**src/rtl/ram_burst_reader.sv**
```systemverilog
// Burst read engine: issues back-to-back RAM reads and streams the words out.
// Optional abort input is compiled in with `define RAM_BURST_READER_ABORT_EN.
module ram_burst_reader #(
    parameter int DATA_WIDTH = 16,
    parameter int ADDR_WIDTH = 5,
    parameter int RD_LATENCY = 1,
    parameter int FIFO_DEPTH = 4
) (
    input  logic                  clk,
    input  logic                  rst,
    input  logic                  start,
    input  logic [ADDR_WIDTH-1:0] start_addr,
    input  logic [ADDR_WIDTH:0]   length,
`ifdef RAM_BURST_READER_ABORT_EN
    input  logic                  abort,
`endif
    output logic                  busy,
    output logic                  done,
    output logic                  ram_re,
    output logic [ADDR_WIDTH-1:0] ram_raddr,
    input  logic [DATA_WIDTH-1:0] ram_rdata,
    output logic                  m_valid,
    output logic [DATA_WIDTH-1:0] m_data,
    output logic                  m_last,
    input  logic                  m_ready
);
    localparam int PW = $clog2(FIFO_DEPTH);
    // Two spare bits so inflight + count never wraps
    localparam int CW = PW + 2;
    localparam logic [ADDR_WIDTH:0] ONE = 1;

    typedef enum logic [1:0] {IDLE, RUN, DRAIN, FIN} state_t;
    state_t state, state_nx;

    logic [ADDR_WIDTH-1:0] addr, last_addr;
    logic [ADDR_WIDTH:0]   len, issued;
    logic [RD_LATENCY-1:0] pipe_v, pipe_l;
    logic [DATA_WIDTH-1:0] fifo_d [FIFO_DEPTH];
    logic [FIFO_DEPTH-1:0] fifo_l;
    logic [PW-1:0]         wr_ptr, rd_ptr;
    logic [CW-1:0]         count, inflight;
    logic issue, issue_last, push, pop, abort_now;

`ifdef RAM_BURST_READER_ABORT_EN
    assign abort_now = abort && (state == RUN || state == DRAIN);
`else
    assign abort_now = 1'b0;
`endif

    always_comb begin
        inflight = '0;
        for (int i = 0; i < RD_LATENCY; i++)
            inflight = inflight + CW'(pipe_v[i]);
    end

    assign issue = (state == RUN) && (issued < len) && !abort_now &&
                   ((inflight + count) < CW'(FIFO_DEPTH));
    assign issue_last = issue && ((issued + ONE) == len);
    assign push = pipe_v[RD_LATENCY-1] && !abort_now;
    assign pop  = m_valid && m_ready;

    assign ram_re    = issue;
    assign ram_raddr = issue ? addr : last_addr;
    assign m_valid   = (count != '0);
    assign m_data    = m_valid ? fifo_d[rd_ptr] : '0;
    assign m_last    = m_valid && fifo_l[rd_ptr];
    assign busy      = (state == RUN) || (state == DRAIN);
    assign done      = (state == FIN);

    always_comb begin
        state_nx = state;
        unique case (state)
            IDLE:  if (start) state_nx = (length == '0) ? FIN : RUN;
            RUN:   if (abort_now) state_nx = FIN;
                   else if (issue_last) state_nx = DRAIN;
            DRAIN: if (abort_now) state_nx = FIN;
                   else if (pop && m_last && inflight == '0) state_nx = FIN;
            FIN:   state_nx = IDLE;
            default: state_nx = IDLE;
        endcase
    end

    always_ff @(posedge clk) begin
        if (rst) begin
            state     <= IDLE;
            addr      <= '0;
            last_addr <= '0;
            len       <= '0;
            issued    <= '0;
            pipe_v    <= '0;
            pipe_l    <= '0;
            wr_ptr    <= '0;
            rd_ptr    <= '0;
            count     <= '0;
        end else begin
            state <= state_nx;
            if (state == IDLE && start) begin
                addr   <= start_addr;
                len    <= length;
                issued <= '0;
            end
            if (issue) begin
                addr      <= addr + ADDR_WIDTH'(1);
                last_addr <= addr;
                issued    <= issued + ONE;
            end
            if (abort_now) begin
                pipe_v <= '0;
                pipe_l <= '0;
                wr_ptr <= '0;
                rd_ptr <= '0;
                count  <= '0;
            end else begin
                pipe_v[0] <= issue;
                pipe_l[0] <= issue_last;
                for (int i = 1; i < RD_LATENCY; i++) begin
                    pipe_v[i] <= pipe_v[i-1];
                    pipe_l[i] <= pipe_l[i-1];
                end
                if (push) wr_ptr <= wr_ptr + PW'(1);
                if (pop)  rd_ptr <= rd_ptr + PW'(1);
                count <= count + CW'(push) - CW'(pop);
            end
        end
    end

    // Storage needs no reset: m_valid gates everything read from it
    always_ff @(posedge clk) begin
        if (push) begin
            fifo_d[wr_ptr] <= ram_rdata;
            fifo_l[wr_ptr] <= pipe_l[RD_LATENCY-1];
        end
    end

`ifndef SYNTHESIS
    always_ff @(posedge clk) begin
        if (!rst)
            assert (!(push && !pop && count == CW'(FIFO_DEPTH)))
            else $error("ram_burst_reader: output FIFO overflow");
    end
`endif
endmodule

```
**config.mk**
```make
export PLATFORM = sky130hd
export DESIGN_NAME = ram_burst_reader
export DESIGN_NICKNAME = d
export VERILOG_FILES = /design/src/rtl/ram_burst_reader.sv
export SDC_FILE = /design/constraint.sdc
export NUM_CORES = 1
export LEC_CHECK = 0
export ABC_AREA = 0
export BUFFER_PORTS_ARGS = -buffer_cell sky130_fd_sc_hd__buf_2
export CAP_MARGIN = 20
export CELL_PAD_IN_SITES_DETAIL_PLACEMENT = 0
export CELL_PAD_IN_SITES_GLOBAL_PLACEMENT = 1
export CORE_MARGIN = 3
export CORE_UTILIZATION = 30
export DETAILED_ROUTE_END_ITERATION = 6
export PLACE_DENSITY = 0.57
export SLEW_MARGIN = 0
export SYNTH_ARGS = -nofsm -noshare
export SYNTH_HDL_FRONTEND = slang
export SYNTH_SLANG_ARGS = --single-unit
export TNS_END_PERCENT = 100
```
**constraint.sdc**
```tcl
create_clock -name clk -period 3.31 [get_ports clk]
set_input_delay 0.331 -clock clk [delete_from_list [all_inputs] [get_ports clk]]
set_output_delay 0.331 -clock clk [all_outputs]
set_load 0.02 [all_outputs]
```
# Word-level counts from Yosys, hierarchy flattened

Memory sizes are Yosys's and may differ from the RTL's. A register that Yosys moved wholly into a read port is not among the register bits.
Index checks and enable logic that the tools add are counted.

Register bits: 38
RAM bits: 64
Input port bits: 31
Word-level logic and storage cells: 66
Memories kept: 1

Add/subtract/negate cells: 6
$lt $le $gt $ge: 5
Equal/unequal tests: 7
Muxes and demuxes: 20
Reductions and logical operators: 16

Memory list:

| memory | words | width | read ports | clocked after Yosys merged registers in | wr ports | line | text |
|---|---|---|---|---|---|---|---|
| fifo_d | 4     | 16    | 1          | 1                                       | 1        | 38   | `logic [DATA_WIDTH-1:0] fifo_d [FIFO_DEPTH];` |

Operators by type and width:

| cell                                                                         | number |
|---|---|
| 16-bit two-way mux                                                           | 1 |
| 5-bit two-way mux                                                            | 3 |
| 2-bit two-way mux                                                            | 6 |
| 6-bit two-way mux                                                            | 2 |
| 1-bit logical AND                                                            | 9 |
| 2-bit one-hot mux with 4 select lines                                        | 1 |
| 6-bit by 1-bit adder with 6-bit output, second input constant                | 1 |
| 6-bit == test                                                                | 1 |
| 6-bit zero test                                                              | 1 |
| 2-bit by 3-bit less-than comparator with 1-bit output, second input constant | 2 |
| 6-bit less-than comparator                                                   | 1 |
| 5-bit by 1-bit adder with 5-bit output, second input constant                | 1 |
| 2-bit by 1-bit adder with 2-bit output, second input constant                | 2 |
| 4-bit by 1-bit adder with 4-bit output                                       | 1 |
| 4-bit bitwise mux                                                            | 1 |
| 2-bit == test, second input constant                                         | 2 |
| 4-bit zero test                                                              | 1 |
| 4-bit by 3-bit less-than comparator with 1-bit output, second input constant | 1 |
| 1-bit two-way mux                                                            | 4 |
| 2-bit != test, second input constant                                         | 2 |
| 4-bit nonzero test                                                           | 1 |
| 4-bit by 1-bit subtractor with 4-bit output                                  | 1 |
| 3-bit AND reduction                                                          | 1 |
| 1-bit binary-select mux with 2-bit select                                    | 1 |
| 7 further kinds                                                              | 7 |

# Longest topological paths before layout

Gate-level depths: netlist (run 1).

Depth in word-level cells: 7
Mapped depth: 10

# Worst setup path before layout (run 1)

Ideal clock, no wire load.

Kind: reg-to-output
Start: register pipe_v
End: output port ram_raddr[0]
Data arrival time: 1.997 ns
Data required time: 2.979 ns
Slack: 0.982 ns
Stages on the path, launching flop included: 10
Path through: dfxtp_1 ha_1 ha_1 xor2_1 a2111oi_2 o2111ai_2 inv_2 buf_4 nand2_1 nand2_1

Word-level cells in the longest chain between the ends: 4

Ends and longest elaborated chain:

| element                                               | line | text |
|---|---|---|
| from (decl)                                           | 37   | `logic [RD_LATENCY-1:0] pipe_v, pipe_l;` |
| from (signal, indexed assignment)                     | 117  | `pipe_v[i] <= pipe_v[i-1];` |
| 4-bit by 1-bit adder with 4-bit output                | 57   | `((inflight + count) < CW'(FIFO_DEPTH));` |
| 4-bit by 3-bit less-than comparator with 1-bit output | 57   |  |
| 1-bit logical AND                                     | 56   | `assign issue = (state == RUN) && (issued < len) && !abort_now &&` |
| via ram_re                                            | 19   | `output logic ram_re,` |
| 5-bit two-way mux                                     | --   |  |
| to (decl)                                             | 20   | `output logic [ADDR_WIDTH-1:0] ram_raddr,` |

The timed path passes the listed nets, and every way through them passes these cells.

# Worst setup path after layout (run 1)

Start: register pipe_v
End: output port ram_raddr[2]

Word-level cells in the longest chain between the ends: 4

Ends and longest elaborated chain:

| element                                               | line |
|---|---|
| 4-bit by 1-bit adder with 4-bit output                | 57 |
| 4-bit by 3-bit less-than comparator with 1-bit output | 57 |
| 1-bit logical AND                                     | 56 |
| 5-bit two-way mux                                     | -- |

No other way between the ends.

==> results.cfg, run 1 <==
[status]
status = finished, final reports clean

[worst_setup_path]
critPathCaptureType = output port
max_stage_delay_ps = 390
cp_max_fo = 15
required_ps = 2980
r2r-start = pipe_v$_SDFF_PP0_
crit_slowest_cell = dfxtp_1
r2r-end = state[1]$_SDFFE_PP0P_
crit_type = register to output port
critPathLaunchType = register
ff2ff_setup_slack_ps = 770
critical_path_arrival_ps = 2460
r2r_cells = 9
path_cells = ha_1 -> ha_1 -> xor2_1 -> a2111oi_2 -> o2111ai_2 -> inv_2 -> nand2_1 -> nand2_1 -> buf_2

[power_and_ir_drop]
peakVddDrop_mv = 0.241
swShare_pct = 34.3
powerDensity_mw_per_mm2 = 747
p_comb_share_pct = 33.6
pwr-share-seq_pct = 41.0
p_int_mw = 2.58
p_leak_nw = 1.94
clkPwrFrac_pct = 25.4
power_switching_mw = 1.34

[synth]
syn-num-nets = 395
synth_seq_area_share_pct = 61.4
synth_edf_count = 68
syn_avg_cell_area_um2 = 13.1
netlist.area_leader.share_pct = 45.4
synth_warnings = 0
synth_flop_cell = edfxtp_1
syn_area_mm2 = 0.00450
synth.distinct_cells = 40
ys_top_cells_by_area = edfxtp_1 (45%), dfxtp_1 (16%), mux4_2 (8.5%)
async_reset_ff_share_pct = 0
synth_top_area_cell = edfxtp_1
syn_inst = 343
synth_seq_cells = 104

[worst_hold_path]
whs_path_depth = 1
hold-path-endpoint = fifo_d[3][10]$_DFFE_PP_
hold_class = primary input to register
hp-start = ram_rdata[10]

[sta]
slew_headroom_pct = 35.7
period_minus_slack_ps = 2790
slew_violations = 0
fin_crit_sh_pct = 84.3
rsz0062_at_grt = no
setup-tns-final_ps = 0
final_hold_viol_count = 0
max_freq_mhz = 358
skew_ps = 6.35
tightest_slew_ps = 964
setup_violations = 0

[cts]
insertion_delay_ps = 350
cts_tree = built
clkSinkCount = 104
numCtsBuffers = 9
postCtsSetupBuffers = 0
clk_pin_slew_worst_paths_ps = 70
htree_levels = 3
clock-root-buffer = clkbuf_16
cts_buffer_depth = 2
ctsResizeCount = 0
cts_hold_buffers = 0

[grt]
grt_pass1_vias = 2718
grt_pass1_wl_um = 14400
antenna_found_initial = 0
grt_overflow = 0
grt_start_max_net_pins = 36
track_usage_pct = 11.4

[floorplan]
die_y_um = 129
num_rows = 44
start_util_pct = 30.9
io_pins = 57
die_w_um = 129
core_mm2 = 0.0146
die_area_mm2 = 0.0165

[place]
place_inst = 572
portBuffers = 56
dp_hpwl_um = 5890
place.gp.congestion = 0.730

[cells_and_area]
insertedDiodeCount = 0
layout.cells.non_filler = 588
mostFrequentLayoutCells = edfxtp_1 (68), buf_2 (56), dfxtp_1 (36), nand2_1 (33), and2_1 (27)
area_growth_pct = 16.8
layout.nets = 451
fill_cells = 1433
drive_gt1_share_pct = 24.0
layout_commonest_cell = edfxtp_1

[run]
maxCapViolCount = 0

[drt]
vias = 2765
drtPass1Iterations = 6
finalWirelength_um = 9020
wire_per_inst_um = 15.3
viasPerCell = 4.70
ant_nets = 0
drc = 0
drt_iter0_drc = 95
==> how the worst max path moves through the flow <==
stage                                 start                     to  slack [ps]  depth (start not counted)
after detailed placement  pipe_v$_SDFF_PP0_  state[1]$_SDFFE_PP0P_         760                          9
after CTS                 pipe_v$_SDFF_PP0_           ram_raddr[3]         470                          9
after floorplan           pipe_v$_SDFF_PP0_           ram_raddr[0]         980                          9
after global placement    pipe_v$_SDFF_PP0_  state[1]$_SDFFE_PP0P_         810                          9
final                     pipe_v$_SDFF_PP0_           ram_raddr[2]         520                          9
after global routing      pipe_v$_SDFF_PP0_           ram_raddr[2]         270                          9
==> per-stage QoR <==
step / hold slack, ps / setup WS, ps / power [mW] / instance area (µm²) / utilization [%]
floorplan: 430 / 982 / 2.59 / 4500 / -
global placement: 467 / 808 / 2.99 / 4980 / 34.1
detailed placement: 467 / 757 / 2.99 / 4980 / 34.1
CTS: 183 / 470 / 4.02 / 5260 / 36.0
global route: 187 / 267 / 4.20 / 5260 / 36.0
finish: 197 / 519 / 3.92 / 5260 / 36.0
==> synth_stat cells (all sizes together), types with 2 or more instances <==
library cell and n:
nor2b 6, a211oi 6, nor2 26, xnor2 8, a21oi 19, xor2 6, and2 28, dfxtp 36
o21ai 6, mux4 17, buf 3, clkbuf 11, nand2 33, edfxtp 68, nand3 9, a21o 2
ha 21, or3 2, nor3 2, nor3b 3, a31oi 3, inv 15
==> layer usage <==
layer / up-vias / track usage, % / part of all wire, %
met5: - / 0 / 0
met3: 9 / 3.82 / 5.0
met2: 65 / 18.7 / 48
met4: 0 / 3.34 / 1.2
li1: 1346 / - / -
met1: 1345 / 14.5 / 46
==> cell families (layout without fill, tap and decap cells) <==
| family | count (synthesis) | in the layout | share of synthesized area [%] |
|---|---|---|---|
| flops | 104 | 104 | 61.4 |
| mux | 19 | 19 | 8.98 |
| simple gates | 115 | 115 | 12.6 |
| xor+xnor | 14 | 14 | 2.72 |
| fa+ha+maj | 21 | 21 | 5.84 |
| buf+inv | 29 | 90 | 2.56 |
| compound gates | 41 | 41 | 5.92 |
==> power by group through the flow <==
stage / Sequential, mW / Clock (mW) / Combinational, mW
final: 1.61 / 0.996 / 1.32
after CTS: 1.61 / 1.05 / 1.36
after detailed placement: 1.64 / 0 / 1.35
after floorplan: 1.60 / 0 / 0.988
after global routing: 1.63 / 1.10 / 1.47
after global placement: 1.64 / 0 / 1.34
==> layout make-up <==
type	instances	area [µm²]	area share, %
sequential	104	2760	52.6
multi-input combinational	210	1620	30.9
timing repair buffer	59	303	5.76
tap	184	230	4.38
clock buffer	10	229	4.36
inverter	15	56.3	1.07
clock inverter	6	51.3	0.976
==> registers in the layout, indices dropped and copies added, names as in the netlist, named ones only <==
name / cells
last_addr: 5
pipe_v: 1
addr: 5
fifo_l: 4
issued: 6
rd_ptr: 2
wr_ptr: 2
fifo_d: 64
pipe_l: 1
state: 2
count: 4
len: 6
==> worst max-delay path, delay by kind of cell, from the launching register on <==
family / cells / cell delay [ps]
AOI/OAI and AO/OA: 2 / 510
adders and majority gates: 2 / 440
buffers and inverters: 2 / 420
DFF: 1 / 390
xor gates and xnor gates: 1 / 180
and+or+nand+nor: 2 / 170
(Power assumes the default switching activity.)
==> run 2, diff against run 1 <==
Clock period 3.31 ns to 2.8 ns, I/O delays scaled along.
==> run 2 against run 1 <==
Sequential power is 18% higher. Core utilization is 1.0 points higher. First-iteration DRC count is 34% higher. Worst hold slack worse by 50 ps. Clock-buffer cell count stayed put. Via count is 0.58% higher. Wire length is 0.30% higher. Critical path type unchanged. Cell count is 1.9% higher. Sequential cell count stayed put. Global-route usage is 0.054 points lower. Final area is 2.9% higher. Clock power is 29% higher.
==> results.cfg, run 2 (same netlist as run 1, synthesis figures left out) <==
[cts]
clk_pin_slew_worst_paths_ps = 70
clock-root-buffer = clkbuf_16
cts_hold_buffers = 0
insertion_delay_ps = 350
clkSinkCount = 104
numCtsBuffers = 9
htree_levels = 3
cts_tree = built
cts_buffer_depth = 2

[grt]
grt_pass1_wl_um = 14600
track_usage_pct = 11.4
grt_start_max_net_pins = 36
grt_overflow = 0
antenna_found_initial = 0
grt_pass1_vias = 2784

[sta]
period_minus_slack_ps = 2600
tightest_slew_ps = 714
rsz0062_at_grt = no
slew_headroom_pct = 52.4
final_hold_viol_count = 0
skew_ps = 5.66
max_freq_mhz = 384
slew_violations = 0
setup-tns-final_ps = 0
setup_violations = 0
fin_crit_sh_pct = 93.0

[cells_and_area]
layout_commonest_cell = edfxtp_1
mostFrequentLayoutCells = edfxtp_1 (68), buf_2 (56), dfxtp_1 (35), nand2_1 (33), and2_1 (27)
layout.nets = 462
reg_top3 = fifo_d (64), issued (6), len (6)
largest-register = fifo_d
insertedDiodeCount = 0
drive_gt1_share_pct = 26.3
seq_area_mm2 = 0.00276
area_growth_pct = 20.1
largest_reg_flops = 64
fill_cells = 1438
multiInputGateArea_mm2 = 0.00162

[worst_hold_path]
hold_class = primary input to register

[drt]
viasPerCell = 4.64
vias = 2781
drt_iter0_drc = 127
finalWirelength_um = 9040
wire_per_inst_um = 15.1
ant_nets = 0
drc = 0
drtPass1Iterations = 4

[worst_setup_path]
critPathCaptureType = output port
critPathLaunchType = register
required_ps = 2520
crit_slowest_cell = dfxtp_2
crit_type = register to output port
critical_path_arrival_ps = 2320
max_stage_delay_ps = 360
cp_max_fo = 9
path_cells = ha_1 -> ha_1 -> xor2_1 -> a2111oi_2 -> o2111ai_2 -> buf_8 -> nand2_1 -> nand2_1 -> buf_2

[place]
place.gp.congestion = 0.711
dp_hpwl_um = 6050
portBuffers = 56

[status]
status = finished, final reports clean

[run]
maxCapViolCount = 0

[floorplan]
die_y_um = 129
num_rows = 44
io_pins = 57
die_w_um = 129
die_area_mm2 = 0.0165
start_util_pct = 30.9
core_mm2 = 0.0146

[power_and_ir_drop]
p_leak_nw = 2.02
powerDensity_mw_per_mm2 = 898
total_power_mw = 4.86
peakVddDrop_mv = 0.366
run 2: layer usage:
metal	GRT usage, %	vias up	routed length [µm]
li1	-	1371	-
met1	14.8	1338	4230
met2	18.1	62	4230
met3	3.65	10	470
met4	3.71	0	117
met5	0	-	0
run 2: worst paths after layout:
check	startpoint	to	slack [ps]	cells past startpoint
worst max-delay path	pipe_v$_SDFF_PP0_	ram_raddr[3]	200	9
worst min-delay path	ram_rdata[8]	fifo_d[3][8]$_DFFE_PP_	150	1
worst max register to register	pipe_v$_SDFF_PP0_	issued[2]$_SDFFE_PP0P_	320	10
worst min register to register	len[0]$_SDFFE_PP0P_	len[0]$_SDFFE_PP0P_	460	2
run 2: critical path: cells and delay by family (launching register included):
family	cells	cell delay, ps
AO/OA/AOI/OAI	2	520
adder cells (fa/ha/maj)	2	420
buffers and inverters	2	370
flip-flops	1	360
XOR/XNOR	1	190
AND/OR/NAND/NOR	2	120
run 2: area by class of cell:
class / instances / area share (%)
flip-flops and latches: 104 / 51.1
multi-input cells: 210 / 30.0
repair buffers: 70 / 7.82
well taps: 184 / 4.26
clock buffers: 10 / 4.24
clock inverters: 6 / 1.43
inverters: 15 / 1.09
run 2: per-stage QoR:
step	cells	setup slack, ps	hold WS (ps)	utilization (%)	instance area (µm²)
final	599	195	147	37.1	5410
after global routing	599	40.9	134	37.1	5410
after CTS	594	8.95	129	36.6	5340
after detailed placement	578	301	459	34.5	5030
after global placement	578	390	453	34.5	5030
after floorplan	343	523	379	-	4500
run 2: report_power, final:
group	internal [mW]	switching (mW)
clock network	0.709	0.568
registers	1.78	0.122
logic	0.745	0.930
run 2: timing repair:
action	in CTS	in global routing
buffers inserted	0	4
setup endpoints to repair	0	5
gates resized for setup	0	4
==> run 3, diff against run 2 <==
Settings changed: REMOVE_ABC_BUFFERS set to 1.
==> run 3 against run 2 <==
Maximum frequency increased by 0.23%. Die area unchanged. Wire length is 1.5% higher. Critical path depth is the same. Clock power grew 7%. Critical path type unchanged. Sequential share of layout area shrank 0.33 points.
==> results.cfg, run 3 (same netlist as run 1, synthesis figures left out) <==
[status]
status = finished, final reports clean

[cells_and_area]
layout.cells.non_filler = 601
drive_gt1_share_pct = 27.1
largest_reg_flops = 64
layout_commonest_cell = edfxtp_1
insertedDiodeCount = 0
layout.nets = 464
postLayoutCoreUtil_pct = 37.3
largest-register = fifo_d
mostFrequentLayoutCells = edfxtp_1 (68), buf_2 (56), dfxtp_1 (35), nand2_1 (33), and2_1 (27)
reg_top3 = fifo_d (64), issued (6), len (6)
area_growth_pct = 20.9
fill_cells = 1424

[cts]
insertion_delay_ps = 350
htree_levels = 3
clock-root-buffer = clkbuf_16
numCtsBuffers = 9
cts_buffer_depth = 2
clkSinkCount = 104
clk_pin_slew_worst_paths_ps = 70
cts_tree = built

[grt]
met2_usage_pct = 17.8
antenna_found_initial = 1
grt_pass1_wl_um = 14700
grt_use_met1_pct = 15.5
grt_start_max_net_pins = 29
grt_pass1_vias = 2746
busiest_layer = met2
grt_overflow = 0
use_met3_pct = 3.57
track_usage_pct = 11.6

[sta]
period_minus_slack_ps = 2600
final_hold_viol_count = 0
setup_violations = 0
slew_violations = 0
tightest_slew_ps = 549
slew_headroom_pct = 63.4
setup-tns-final_ps = 0
rsz0062_at_grt = no
fin_crit_sh_pct = 92.8
skew_ps = 14.0
max_freq_mhz = 385

[place]
portBuffers = 56
dp_hpwl_um = 6310
place.gp.congestion = 0.708
place_inst = 581

[floorplan]
die_area_mm2 = 0.0165
die_y_um = 129
die_w_um = 129
core_mm2 = 0.0146
start_util_pct = 30.9
num_rows = 44
io_pins = 57

[worst_setup_path]
critPathLaunchType = register
critPathCaptureType = output port
cp_max_fo = 12
crit_type = register to output port
required_ps = 2520
critical_path_arrival_ps = 2320

[drt]
wire_per_inst_um = 15.3
viasPerCell = 4.64
drt_iter0_drc = 151
drtPass1Iterations = 4
vias = 2791
ant_nets = 0
finalWirelength_um = 9170
drc = 0

[run]
maxCapViolCount = 0

[worst_hold_path]
hold_class = primary input to register

[power_and_ir_drop]
powerDensity_mw_per_mm2 = 913
p_leak_nw = 2.04
peakVddDrop_mv = 0.346
==> run 3: layout make-up <==
type / count / area [µm²] / share of cell area [%]
clock buffers: 10 / 229 / 4.21
clock inverters: 6 / 103 / 1.89
inverters: 15 / 58.8 / 1.08
multi-input cells: 210 / 1630 / 30.0
flip-flops and latches: 104 / 2760 / 50.8
well taps: 184 / 230 / 4.23
repair buffers: 72 / 423 / 7.77
==> run 3: worst paths after layout <==
check | from | to | slack (ps) | cells past startpoint
worst min-delay path | ram_rdata[13] | fifo_d[0][13]$_DFFE_PP_ | 140 | 1
worst max-delay path | pipe_v$_SDFF_PP0_ | ram_raddr[4] | 200 | 9
worst min register to register | len[0]$_SDFFE_PP0P_ | len[0]$_SDFFE_PP0P_ | 490 | 2
worst max register to register | pipe_v$_SDFF_PP0_ | state[1]$_SDFFE_PP0P_ | 260 | 10
==> run 3: report_power, final <==
part	total (mW)	switching [mW]	internal (mW)
sequential	1.90	0.115	1.78
clock	1.37	0.569	0.800
combinational	1.70	0.962	0.738
==> run 3: timing repair <==
item / in CTS / in global routing
gates resized for setup: 0 / 6
buffers inserted: 0 / 3
endpoints found under the setup margin: 0 / 6
hold buffers: 0 / 0
==> run 3: worst max-delay path: stages (launching register included) <==
cell and delay (ps):
dfxtp_2 360, ha_1 230, ha_1 210, xor2_2 170, a2111oi_2 250, o2111ai_2 250, buf_8 220, nand2_1 70
nand2_1 60, buf_2 150
==> run 3: stage by stage <==
step	setup WS (ps)	cell area (µm²)	power, mW	hold slack (ps)
floorplan	4.56	4440	3.01	347
detailed placement	289	5040	3.58	483
global route	50.2	5440	5.30	137
global placement	397	5040	3.57	460
CTS	27.3	5380	4.97	131
finish	201	5440	4.97	145
==> run 3: per-layer routing <==
| metal | vias to the layer above | part of all wire, % |
|---|---|---|
| met5 | - | 0.22 |
| met4 | 2 | 1.4 |
| met3 | 10 | 4.4 |
| met2 | 49 | 46 |
| met1 | 1354 | 48 |
| li1 | 1376 | - |
